### src/rtl/fetch_pkg.sv
// fetch_pkg: shared widths, opcode constants, instruction payload and FSM
// state encoding for the instruction fetch stage.
package fetch_pkg;

  localparam int unsigned INSTR_W   = 8;
  localparam int unsigned OPCODE_W  = 4;
  localparam int unsigned OPERAND_W = 4;

  localparam logic [OPCODE_W-1:0] OP_JMP = 4'b1000;
  localparam logic [OPCODE_W-1:0] OP_JZ  = 4'b1001;
  localparam logic [OPCODE_W-1:0] OP_HLT = 4'b1111;

  // One program word: opcode in the upper nibble, operand in the lower.
  typedef struct packed {
    logic [OPCODE_W-1:0]  opcode;
    logic [OPERAND_W-1:0] operand;
  } instr_t;

  typedef enum logic [1:0] {
    IDLE,
    FETCH,
    ISSUE,
    HALTED
  } state_t;

endpackage

### src/rtl/fetch_if.sv
// fetch_if: instruction handshake between the fetch stage and the control unit.
//   instr_valid  fetch -> control  opcode/operand valid
//   instr_ready  control -> fetch  instruction accepted
//   opcode       fetch -> control  current opcode
//   operand      fetch -> control  current operand
//   zero_flag    control -> fetch  ALU zero flag, sampled on a JZ handshake
// master = fetch side, slave = control unit side.
interface fetch_if;
  import fetch_pkg::*;

  logic                 instr_valid;
  logic                 instr_ready;
  logic [OPCODE_W-1:0]  opcode;
  logic [OPERAND_W-1:0] operand;
  logic                 zero_flag;

  modport master (
    output instr_valid, opcode, operand,
    input  instr_ready, zero_flag
  );

  modport slave (
    input  instr_valid, opcode, operand,
    output instr_ready, zero_flag
  );
endinterface

### src/rtl/fetch_rom.sv
// fetch_rom: DEPTH x INSTR_W writable program store.
//   clk        write clock
//   we         write enable (already qualified by the caller)
//   waddr      write address
//   wdata      write data
//   raddr      read address
//   rd_data_c  combinational read data
// Contents are never reset.
module fetch_rom
  import fetch_pkg::*;
#(
  parameter int unsigned DEPTH  = 16,
  parameter int unsigned ADDR_W = $clog2(DEPTH)
) (
  input  logic               clk,
  input  logic               we,
  input  logic [ADDR_W-1:0]  waddr,
  input  instr_t             wdata,
  input  logic [ADDR_W-1:0]  raddr,
  output instr_t             rd_data_c
);

  instr_t mem [DEPTH];

  // Synchronous write port.
  always_ff @(posedge clk) begin
    if (we) begin
      mem[waddr] <= wdata;
    end
  end

  // Combinational read port; registered by the fetch FSM.
  assign rd_data_c = mem[raddr];

endmodule

### src/rtl/fetch_unit.sv
// fetch_unit: instruction fetch stage feeding the control unit.
// Holds the program store and PC, issues opcode/operand over a valid/ready
// handshake and resolves JMP, JZ and HLT locally.
//   clk, rst        clock, synchronous active-high reset
//   start           run from address 0 (IDLE/HALTED only)
//   prog_we/addr/data  program store write port (IDLE/HALTED only)
//   bus             fetch_if master: instr_valid/ready, opcode, operand, zero_flag
//   pc              address of the current instruction
//   busy            high in FETCH or ISSUE
//   halted          high in HALTED
// Optional build macro FETCH_PERF_EN adds perf_cycles and perf_issued
// (saturating 16-bit busy-cycle and handshake counters).
module fetch_unit
  import fetch_pkg::*;
#(
  parameter int unsigned DEPTH  = 16,
  parameter int unsigned ADDR_W = $clog2(DEPTH)
) (
  input  logic                clk,
  input  logic                rst,
  input  logic                start,
  input  logic                prog_we,
  input  logic [ADDR_W-1:0]   prog_addr,
  input  logic [INSTR_W-1:0]  prog_data,
  fetch_if.master             bus,
  output logic [ADDR_W-1:0]   pc,
  output logic                busy,
  output logic                halted
`ifdef FETCH_PERF_EN
  ,
  output logic [15:0]         perf_cycles,
  output logic [15:0]         perf_issued
`endif
);

  state_t            state;
  state_t            state_nxt;
  logic [ADDR_W-1:0] pc_nxt;
  logic [ADDR_W-1:0] pc_inc;
  logic [ADDR_W-1:0] jump_pc;
  instr_t            ir;
  instr_t            rd_instr_c;
  logic              ir_load;
  logic              stopped;
  logic              fire;

  // Start and program writes are only honoured when not executing.
  assign stopped = (state == IDLE) || (state == HALTED);
  assign fire    = (state == ISSUE) && bus.instr_ready;

  // DEPTH is a power of two, so the natural ADDR_W overflow is the wrap.
  assign pc_inc  = pc + ADDR_W'(1);
  assign jump_pc = ADDR_W'(ir.operand);

  fetch_rom #(
    .DEPTH  (DEPTH),
    .ADDR_W (ADDR_W)
  ) u_rom (
    .clk       (clk),
    .we        (prog_we && stopped),
    .waddr     (prog_addr),
    .wdata     (instr_t'(prog_data)),
    .raddr     (pc),
    .rd_data_c (rd_instr_c)
  );

  // Next-state and PC selection.
  always_comb begin
    state_nxt = state;
    pc_nxt    = pc;
    ir_load   = 1'b0;
    case (state)
      IDLE, HALTED: begin
        if (start) begin
          state_nxt = FETCH;
          pc_nxt    = '0;
        end
      end
      FETCH: begin
        ir_load   = 1'b1;
        state_nxt = (rd_instr_c.opcode == OP_HLT) ? HALTED : ISSUE;
      end
      ISSUE: begin
        if (bus.instr_ready) begin
          state_nxt = FETCH;
          case (ir.opcode)
            OP_JMP:  pc_nxt = jump_pc;
            OP_JZ:   pc_nxt = bus.zero_flag ? jump_pc : pc_inc;
            default: pc_nxt = pc_inc;
          endcase
        end
      end
      default: state_nxt = IDLE;
    endcase
  end

  // State, PC, instruction register and registered status outputs.
  always_ff @(posedge clk) begin
    if (rst) begin
      state           <= IDLE;
      pc              <= '0;
      ir              <= '0;
      bus.instr_valid <= 1'b0;
      busy            <= 1'b0;
      halted          <= 1'b0;
    end else begin
      state           <= state_nxt;
      pc              <= pc_nxt;
      if (ir_load) begin
        ir <= rd_instr_c;
      end
      bus.instr_valid <= (state_nxt == ISSUE);
      busy            <= (state_nxt == FETCH) || (state_nxt == ISSUE);
      halted          <= (state_nxt == HALTED);
    end
  end

  assign bus.opcode  = ir.opcode;
  assign bus.operand = ir.operand;

`ifdef FETCH_PERF_EN
  // Saturating counters, cleared on reset or an accepted start.
  always_ff @(posedge clk) begin
    if (rst || (start && stopped)) begin
      perf_cycles <= '0;
      perf_issued <= '0;
    end else begin
      if (((state == FETCH) || (state == ISSUE)) && (perf_cycles != 16'hFFFF)) begin
        perf_cycles <= perf_cycles + 16'd1;
      end
      if (fire && (perf_issued != 16'hFFFF)) begin
        perf_issued <= perf_issued + 16'd1;
      end
    end
  end
`endif

endmodule

### src/flat_wrapper.sv
// flat-port wrapper written by rule: the top's interface ports become plain ports
module fetch_unit_flat import fetch_pkg::*;
#(
  parameter int unsigned DEPTH  = 16,
  parameter int unsigned ADDR_W = $clog2(DEPTH)
)
  (clk, rst, start, prog_we, prog_addr, prog_data, pc, busy, halted, bus_instr_valid, bus_opcode, bus_operand, bus_instr_ready, bus_zero_flag);
  fetch_if bus_i ();
  input  logic clk;
  input  logic rst;
  input  logic start;
  input  logic prog_we;
  input  logic [ADDR_W-1:0] prog_addr;
  input  logic [INSTR_W-1:0] prog_data;
  output logic [ADDR_W-1:0] pc;
  output logic busy;
  output logic halted;
  output wire logic [$bits(bus_i.instr_valid)-1:0] bus_instr_valid;
  output wire logic [$bits(bus_i.opcode)-1:0] bus_opcode;
  output wire logic [$bits(bus_i.operand)-1:0] bus_operand;
  input wire logic [$bits(bus_i.instr_ready)-1:0] bus_instr_ready;
  input wire logic [$bits(bus_i.zero_flag)-1:0] bus_zero_flag;
  assign bus_instr_valid = bus_i.instr_valid;
  assign bus_opcode = bus_i.opcode;
  assign bus_operand = bus_i.operand;
  assign bus_i.instr_ready = bus_instr_ready;
  assign bus_i.zero_flag = bus_zero_flag;
  fetch_unit #(.DEPTH(DEPTH), .ADDR_W(ADDR_W)) u_core (.clk(clk), .rst(rst), .start(start), .prog_we(prog_we), .prog_addr(prog_addr), .prog_data(prog_data), .bus(bus_i), .pc(pc), .busy(busy), .halted(halted));
endmodule
### config.mk
export PLATFORM = sky130hd
export DESIGN_NAME = fetch_unit_flat
export DESIGN_NICKNAME = d
export VERILOG_FILES = /design/src/rtl/fetch_pkg.sv /design/src/rtl/fetch_if.sv /design/src/rtl/fetch_rom.sv /design/src/rtl/fetch_unit.sv /design/src/flat_wrapper.sv
export SDC_FILE = /design/constraint.sdc
export NUM_CORES = 1
export LEC_CHECK = 0
export CAP_MARGIN = 5
export CORE_MARGIN = 2
export CORE_UTILIZATION = 35
export CTS_BUF_LIST = sky130_fd_sc_hd__clkbuf_4 sky130_fd_sc_hd__clkbuf_8
export DETAILED_ROUTE_END_ITERATION = 10
export HOLD_SLACK_MARGIN = 0.12
export PLACE_DENSITY = 0.56
export RECOVER_POWER = 50
export SETUP_SLACK_MARGIN = 0.5
export SLEW_MARGIN = 40
export SYNTH_ARGS = -nofsm -noshare
export SYNTH_HDL_FRONTEND = slang
export SYNTH_SLANG_ARGS = --single-unit
export TNS_END_PERCENT = 100
### constraint.sdc
create_clock -name clk -period 2.2 [get_ports clk]
set_clock_uncertainty 0.1 [all_clocks]
set_input_delay 0.44 -clock clk [delete_from_list [all_inputs] [get_ports clk]]
set_output_delay 0.44 -clock clk [all_outputs]
set_load 0.01 [all_outputs]
[Yosys cells after proc, flatten, opt, wreduce, memory -nomap -nowiden]
Memories as Yosys holds them, arrays and structs flattened. A register that Yosys moved wholly into a read port is not among the register bits.
Index checks and enable logic that the tools add are counted.
Word-level totals
  register bits: 17
  input bits: 18
  memories: 1
  output and inout bits: 15
  RAM bits: 128
  bits in read-only memories: 0
  latch bits: 0
  logic and storage cells: 41
Operators by class
  order comparisons: 0
  $add $sub $neg: 1
  div/mod/pow operators: 0
  $mul: 0
  reduce and logical (&&, ||, !) cells: 7
  bitwise logic cells: 0
  eq/ne operators: 11
  shift-type cells: 0
  multiplexer cells: 14
Memories
  u_core.u_rom.mem: words 16, bits a word 8, read ports 1, clocked after memory_dff 1, write ports 1, RTL line fetch_rom.sv:23  | instr_t mem [DEPTH];
Operators by type and width (count)
  4-bit two-way mux: 5
  4-bit case mux with 2 select lines: 2
  4-bit == test (second input constant): 3
  2-bit == test (second input constant): 4
  2-bit case mux with 3 select lines: 1
  4-bit by 1-bit adder with 4-bit output (second input constant): 1
  2-bit by 1-bit == test with 1-bit output (second input constant): 2
  1-bit two-way mux: 4
  2-bit two-way mux: 2
  2-bit != test (second input constant): 2
  3-bit AND reduction: 1
  2-bit logical NOT: 1
  1-bit logical OR: 2
  2-bit nonzero test: 1
  2-bit OR reduction: 1
  1-bit logical AND: 1

[Longest topological paths before layout]
Gate-level depths: netlist (run 1).
  depth after elaboration: 7
  depth in mapped cells: 9
  gate-level depth less buffers: 9

[Modules after synthesis]
Synthesis (run 1) repeated with hierarchy kept, for this count alone.
Second synthesis, totals
  cell total of the unflattened synthesis: 309
  area total of the unflattened synthesis: 5830.6 µm²
Modules (own cells, without submodules)
  fetch_rom: sequential area each 3843.7 µm², times used 1, area an instance 4987.3 µm², cells each 221
  fetch_unit: sequential area each 340.3 µm², times used 1, area an instance 843.3 µm², cells each 88

[Worst setup path before layout (run 1)]
OpenSTA, ideal clock, no wires.
  path kind: register to register
  start point: register u_core.state[0]
  end point: memory u_core.u_rom.mem[0][0] (netlist name), enable pin
  stages on the path, launching flop included: 6
  setup slack: -49 ps
  library setup time: 383 ps
  arrival: 1765 ps
  period minus slack after synthesis: 2249 ps
  data required time: 1717 ps
  path buffers: 0
  path through: dfxtp_1 > inv_1 > ha_1 > nand2_1 > or3_1 > nor3_1
On the way
  longest elaborated chain between the ends: 5
  elaborated cells on any way between the ends: 6
  classes of those cells: eq/ne: 1; mux: 2; reduce/logical: 3
RTL lines
  start, declared: RTL line fetch_unit.sv:36  | state_t state;
  start signal, assigned: RTL line fetch_unit.sv:107  | state <= state_nxt;
  2-bit == test or 2-bit logical NOT (tied branches): RTL line fetch_unit.sv:48  | assign stopped = (state == IDLE) || (state == HALTED);
  1-bit logical OR *: RTL line fetch_unit.sv:48
  1-bit logical AND *: RTL line fetch_unit.sv:60  | .we (prog_we && stopped),
  1-bit two-way mux *: RTL line fetch_rom.sv:27  | if (we) begin
  1-bit two-way mux (not written as such) *: RTL line fetch_rom.sv:28  | mem[waddr] <= wdata;
  end, declared: RTL line fetch_rom.sv:23
Mark *: on every way between the ends. The rest lies on a longest branch, timed or not.

==> results.toml, run 1 <==
[placed_design]
dp.cells = 599
gp_congestion = 0.7429
portBuffers = 32
dp_hpwl_mm = 8.049

[detailed_routing]
antenna_left = 0
drtIter0Drc = 214
wirelength_mm = 12.11
drc = 0
dr.pass1.iters = 4
vias_per_cell = 4.967
wl_per_cell_um = 18.81
vias = 3199

[timing]
layout_min_cycle_time_ps = 2217
maxSlewHeadroom = 0.5709
slew_violations = 0
post-route-period-util = 1.008
holdWs_ps = 431.1
hold_viol = 0
fmax_ghz = 0.4511
setup_viol = 2
worstMarginPinSlew_ps = 641.6
rsz0062_at_grt = "yes"
setup_ws_ps = -16.89

[hold_path]
hp-start = "u_core.bus.opcode[1]"
hp-class = "reg -> reg"

[global_route]
grt_pass1_vias = 3294
grt_pass1_wl_mm = 18.54
use_met3 = 0.03968
grt_max_degree = 20
grt_overflow = 0
use_met2 = 0.2180
antenna_found_initial = 0
busiest_layer = "met2"
use_met1 = 0.1915
track_usage = 0.1415

[synthesis]
synth_area_sq_um = 5956
synth-seq-area-share = 0.7160
synth_cell_type_count = 34
postSynthAreaPerCell_sq_um = 18.67
synth_nets = 341
syn_inst = 319
yosys_warnings = 0
synth-seq-cells = 149

[die]
rows = 47
die_h_um = 134.4
die_area_sq_um = 18080
core_region_area_sq_um = 16580
initial_core_util = 0.3591
ios = 33
die_x_um = 134.4

[clock_network]
clkSinkCount = 149
ctsHoldBuffers = 0
root_buffer = "clkbuf_8"
clk_pin_slew_worst_paths_ps = 80
clockBufferDepth = 2
clock_latency_ps = 440
numCtsBuffers = 17
cts_tree = "done"
cts_max_level = 4

[setup_path]
slowest_delay_ps = 560
path_max_fanout = 8
critPathKind = "reg -> reg"
crit_slowest_cell = "mux4_1"
worstPathArrival_ps = 2430
path_cells = "buf_4, buf_12, mux4_1, mux4_2, mux2i_1, nor2_1"
worstSetupStartpointType = "flop"
cp_data_required_time_ps = 2410
cp-end-kind = "flop"
cp_top_family = "multiplexers"
path_buf_inv = 2

[run]
maxCapViolCount = 0

[power]
p_int_mw = 5.070
power_frac_seq = 0.479
p_sw_mw = 1.718
leakagePower_nw = 2.597
p_clk_frac = 0.335
cellPowerDensity_nw_per_um2 = 875.0
p_sw_frac = 0.2531
power_frac_comb = 0.185
irDropWorstVdd_mv = 0.5144

[run_status]
violations = "setup timing"
status = "finished, violations left"

[layout]
n_antenna_cell = 0
syn_to_final_growth_pct = 30.25
num-fill-cells = 1438
drive_above_1_share = 0.3750
final_nets = 433
layout.cells.non_filler = 644
## placed cells by master (no fill, tap or decap), drive strengths merged
cell and n:
a211oi 4, a22oi 1, nand3 4, nand2b 4, bufinv 4, mux2i 21, nor3 6, or3 2
a21oi 8, edfxtp 128, a41oi 1, dlygate4sd2 11, nor2 39, nand4 2, dlygate4sd3 8, nor2b 8
mux2 1, o21ai 1, a21o 1, buf 54, mux4 33, clkinv 8, inv 6, ha 4
nand4b 1, nand3b 2, o22ai 2, clkbuf 18, nand2 8, dfxtp 21, clkdlybuf4s15 4, clkdlybuf4s50 9
## worst paths after layout
| kind | slack (ps) | cells after the start | endpoint |
|---|---|---|---|
| min | 430 | 2 | u_core.bus.opcode[1] |
| max | -20 | 6 | u_core.bus.operand[1] |
| min reg2reg | 430 | 2 | u_core.bus.opcode[1] |
| max reg2reg | -20 | 6 | u_core.bus.operand[1] |
## cells by family after synthesis
family / count (synthesis) / synth area share
DFF: 149 / 0.7160
adders and majority gates: 4 / 0.008404
AOI/OAI and AO/OA: 18 / 0.02185
buffers and inverters: 17 / 0.01954
muxes: 55 / 0.1746
and+or+nand+nor: 76 / 0.05966
## flip-flops by register name, indices dropped and copies added (netlist names), named ones only
signal	cells
u_core.busy	1
u_core.u_rom.mem	128
u_core.pc	4
u_core.bus.instr_valid	1
u_core.halted	1
u_core.bus.opcode	4
u_core.bus.operand	4
u_core.state	2
## routing by layer
layer / vias up / routed length [um]
met5: - / 0
met4: 0 / 170
met3: 15 / 441
met2: 70 / 5830
met1: 1652 / 5670
li1: 1462 / -
## cell usage after synthesis
library cell  instances  area share
o22ai_2               1      0.0021
nand4b_1              1      0.0015
buf_4                 1      0.0013
edfxtp_1            128        0.65
a22oi_1               1      0.0013
inv_1                 3      0.0019
mux4_2               13       0.049
mux2i_1              21       0.035
a21oi_1               8      0.0067
nor2b_1               8      0.0084
ha_1                  4      0.0084
or3_1                 2      0.0021
a41oi_2               1      0.0027
nand2_1               8      0.0050
buf_8                 1      0.0025
nand3b_1              2      0.0025
clkbuf_1              4      0.0025
mux4_1               20       0.088
a211oi_2              1      0.0021
nand3_1               4      0.0034
nor3_2                1      0.0017
a21o_1                1      0.0013
mux2_2                1      0.0019
nand4_1               2      0.0021
o22ai_1               1      0.0011
buf_2                 5      0.0042
nand2b_1              4      0.0042
nor2_1               39       0.025
o21ai_0               1     0.00084
a211oi_1              3      0.0038
buf_12                1      0.0034
dfxtp_1              21       0.071
buf_6                 2      0.0038
nor3_1                5      0.0042
## worst min-delay path, delay by kind of cell (launching register included)
kind          cells  cell delay (ps)
flops             1              360
mux               1               70
simple gates      1               70
## stage by stage
stage          cell area, sq um  worst slack [ps]    util  power, mW  setup TNS, ps
6_report                   7757            -16.89  0.4678      6.788         -24.65
5_1_grt                    7757            -80.96  0.4678      7.065         -328.0
4_1_cts                    7621             3.625  0.4596      6.760              0
3_5_place_dp               6932            -63.26  0.4180      4.303         -581.6
3_3_place_gp               6932            -30.05  0.4180      4.288         -623.2
2_1_floorplan              6042             165.1       -      3.897              0
## power groups by stage
stage | Clock, mW | Combinational [mW] | Sequential, mW
after detailed placement | 0 | 0.980 | 3.32
after CTS | 2.35 | 1.16 | 3.25
after global routing | 2.45 | 1.35 | 3.27
after floorplan | 0 | 0.568 | 3.33
after global placement | 0 | 0.970 | 3.32
final | 2.28 | 1.26 | 3.25
## timing repair
| item | 4_1_cts | 5_1_grt |
|---|---|---|
| pin swaps | 20 | 12 |
| setup endpoints to repair | 163 | 149 |
| resized for setup | 63 | 32 |
| cloned | 1 | 1 |
| setup buffers | 8 | 3 |
## final cells by class
| cell class | instances | area (sq um) | area share |
|---|---|---|---|
| Tap cell | 220 | 275.3 | 0.03548 |
| Multi-Input combinational cell | 153 | 1793 | 0.2311 |
| Clock buffer | 17 | 234.0 | 0.03016 |
| Clock inverter | 15 | 202.7 | 0.02613 |
| Sequential cell | 149 | 4277 | 0.5513 |
| Inverter | 3 | 11.26 | 0.001452 |
| Timing Repair Buffer | 87 | 964.7 | 0.1244 |
Note: power is estimated with default switching activity, not from simulation.
==> run 2: changes to the inputs <==
--- a/config.mk
+++ b/config.mk
@@ -5,13 +5,12 @@
 export SDC_FILE = /design/constraint.sdc
 export NUM_CORES = 1
 export LEC_CHECK = 0
-export CAP_MARGIN = 5
 export CORE_MARGIN = 2
 export CORE_UTILIZATION = 35
 export CTS_BUF_LIST = sky130_fd_sc_hd__clkbuf_4 sky130_fd_sc_hd__clkbuf_8
 export DETAILED_ROUTE_END_ITERATION = 10
 export HOLD_SLACK_MARGIN = 0.12
-export PLACE_DENSITY = 0.56
+export PLACE_DENSITY = 0.54
 export RECOVER_POWER = 50
 export SETUP_SLACK_MARGIN = 0.5
 export SLEW_MARGIN = 40
==> constraint.sdc (replaced) <==
create_clock -name clk -period 2.5 [get_ports clk]
set_clock_uncertainty 0.1 [all_clocks]
set_input_delay 0.5 -clock clk [delete_from_list [all_inputs] [get_ports clk]]
set_output_delay 0.5 -clock clk [all_outputs]
set_load 0.01 [all_outputs]
==> results.toml, run 2 (synthesized netlist as in run 1, its figures left out) <==
[placed_design]
portBuffers = 32
gp_congestion = 0.7427
dp_hpwl_mm = 7.901

[setup_path]
ff2ff_path_depth = 7
path_max_fanout = 5
cp-end-kind = "flop"
worstSetupStartpointType = "flop"
r2r_end = "u_core.busy"
cp_data_required_time_ps = 2760
critPathKind = "reg -> reg"
rrSetupSlack_ps = 230
worstPathArrival_ps = 2540

[hold_path]
hp-start = "u_core.bus.opcode[0]"
hold_depth = 2
min_to = "u_core.bus.opcode[0]"
hp-class = "reg -> reg"

[clock_network]
clockBufferDepth = 2
root_buffer = "clkbuf_8"
clkSinkCount = 149
numCtsBuffers = 17
cts_tree = "done"
clk_pin_slew_worst_paths_ps = 80
clock_latency_ps = 450
ctsHoldBuffers = 0
cts_max_level = 4

[detailed_routing]
drtIter0Drc = 265
dr.pass1.iters = 5
vias = 3140
drc = 0
wl_per_cell_um = 19.84
vias_per_cell = 4.976
antenna_left = 0
wirelength_mm = 12.52

[timing]
rsz0062_at_grt = "yes"
fmax_ghz = 0.4400
worstMarginPinSlew_ps = 673.9
maxSlewHeadroom = 0.5501
post-route-period-util = 0.9091
fin_tns_setup_ps = 0
hold_viol = 0
layout_min_cycle_time_ps = 2273
setup_viol = 0
slew_violations = 0

[power]
cellPowerDensity_nw_per_um2 = 740.6
irDropWorstVdd_mv = 0.3659
leakagePower_nw = 2.414

[layout]
final_nets = 420
final_util = 0.4403
largest_register_ffs = 128
layout_commonest_cell = "edfxtp_1"
num-fill-cells = 1484
mostFrequentLayoutCells = "edfxtp_1, nor2_1, buf_4, mux4_2, dfxtp_1"
drive_above_1_share = 0.2822
syn_to_final_growth_pct = 22.60
max_flop_register = "u_core.u_rom.mem"
n_antenna_cell = 0

[die]
ios = 33
die_x_um = 134.4
core_region_area_sq_um = 16580
initial_core_util = 0.3591
die_area_sq_um = 18080
rows = 47
die_h_um = 134.4

[global_route]
antenna_found_initial = 0
grt_max_degree = 32
grt_pass1_vias = 3119
track_usage = 0.1453
grt_overflow = 0
grt_pass1_wl_mm = 18.95

[run_status]
status = "complete, no violations"

[run]
maxCapViolCount = 0
-- run 2: changes by cell type in the layout (fill, tap and decap cells not counted), moves of 6 or more --
cell | before | now
clkdlybuf4s25_1 | 0 | 6
dlygate4sd2_1 | 11 | 5
buf_4 | 22 | 32
nor2_4 | 14 | 0
nor2_1 | 23 | 37
buf_6 | 20 | 1
buf_12 | 10 | 4
-- run 2: where the power goes --
part	switching (mW)	internal [mW]
Sequential	0.0586	2.81
Combinational	0.445	0.406
Clock	0.875	0.817
Total	1.38	4.03
-- run 2: timing repair --
item	CTS	global route
endpoints found under the setup margin	67	64
buffers inserted	3	6
gates cloned	2	2
pin swaps	3	5
resized for setup	20	17
-- run 2: worst max-delay path by stage --
| stage | endpoint | start | cells past startpoint | slack (ps) |
|---|---|---|---|---|
| CTS | u_core.busy | flop | 8 | 230 |
| global placement | u_core.u_rom.mem[0][2] | prog_we | 4 | 240 |
| floorplan | u_core.u_rom.mem[3][0] | u_core.state[0] | 5 | 450 |
| global route | u_core.busy | flop | 7 | 130 |
| detailed placement | u_core.u_rom.mem[0][0] | prog_we | 4 | 200 |
| finish | u_core.busy | flop | 7 | 230 |
-- run 2: through the flow --
stage	area, sq um	total power, mW	setup WS [ps]	std cells	hold WS [ps]
floorplan	5972	3.390	451.6	319	431.2
global placement	6701	3.708	241.5	586	406.0
detailed placement	6701	3.725	197.8	586	418.6
CTS	7177	5.471	229.4	623	435.6
global route	7302	5.651	134.9	631	458.7
finish	7302	5.408	227.2	631	436.9
-- run 2: final cells by class --
cell class              count  area [sq um]  share of cell area
flip-flops and latches    149          4268              0.5845
multi-input cells         153          1628              0.2229
repair buffers             74         754.5              0.1033
well taps                 220         275.3             0.03770
clock buffers              20         256.5             0.03513
clock inverters            12         108.9             0.01491
inverters                   3         11.26            0.001542
-- run 2: critical path, stage by stage (launching register included) --
cell and delay [ps]:
dfxtp_4 420, clkbuf_16 170, mux4_2 500, mux2i_2 250
a21oi_1 150, a41oi_2 240, ha_1 260, nor2_1 90
-- run 2: per-layer routing --
| layer | part of all wire | vias up | track usage |
|---|---|---|---|
| met5 | 0 | - | 0 |
| met3 | 0.045 | 12 | 0.03968 |
| met4 | 0.014 | 0 | 0.04737 |
| li1 | - | 1430 | - |
| met1 | 0.48 | 1623 | 0.2093 |
| met2 | 0.46 | 75 | 0.2146 |
==> run 3: changes to the inputs <==
--- a/config.mk
+++ b/config.mk
@@ -5,6 +5,7 @@
 export SDC_FILE = /design/constraint.sdc
 export NUM_CORES = 1
 export LEC_CHECK = 0
+export CAP_MARGIN = 25
 export CORE_MARGIN = 2
 export CORE_UTILIZATION = 35
 export CTS_BUF_LIST = sky130_fd_sc_hd__clkbuf_4 sky130_fd_sc_hd__clkbuf_8
==> results of run 3 <==
Same layout as run 2: the final DEF is identical, and so are final timing and power.
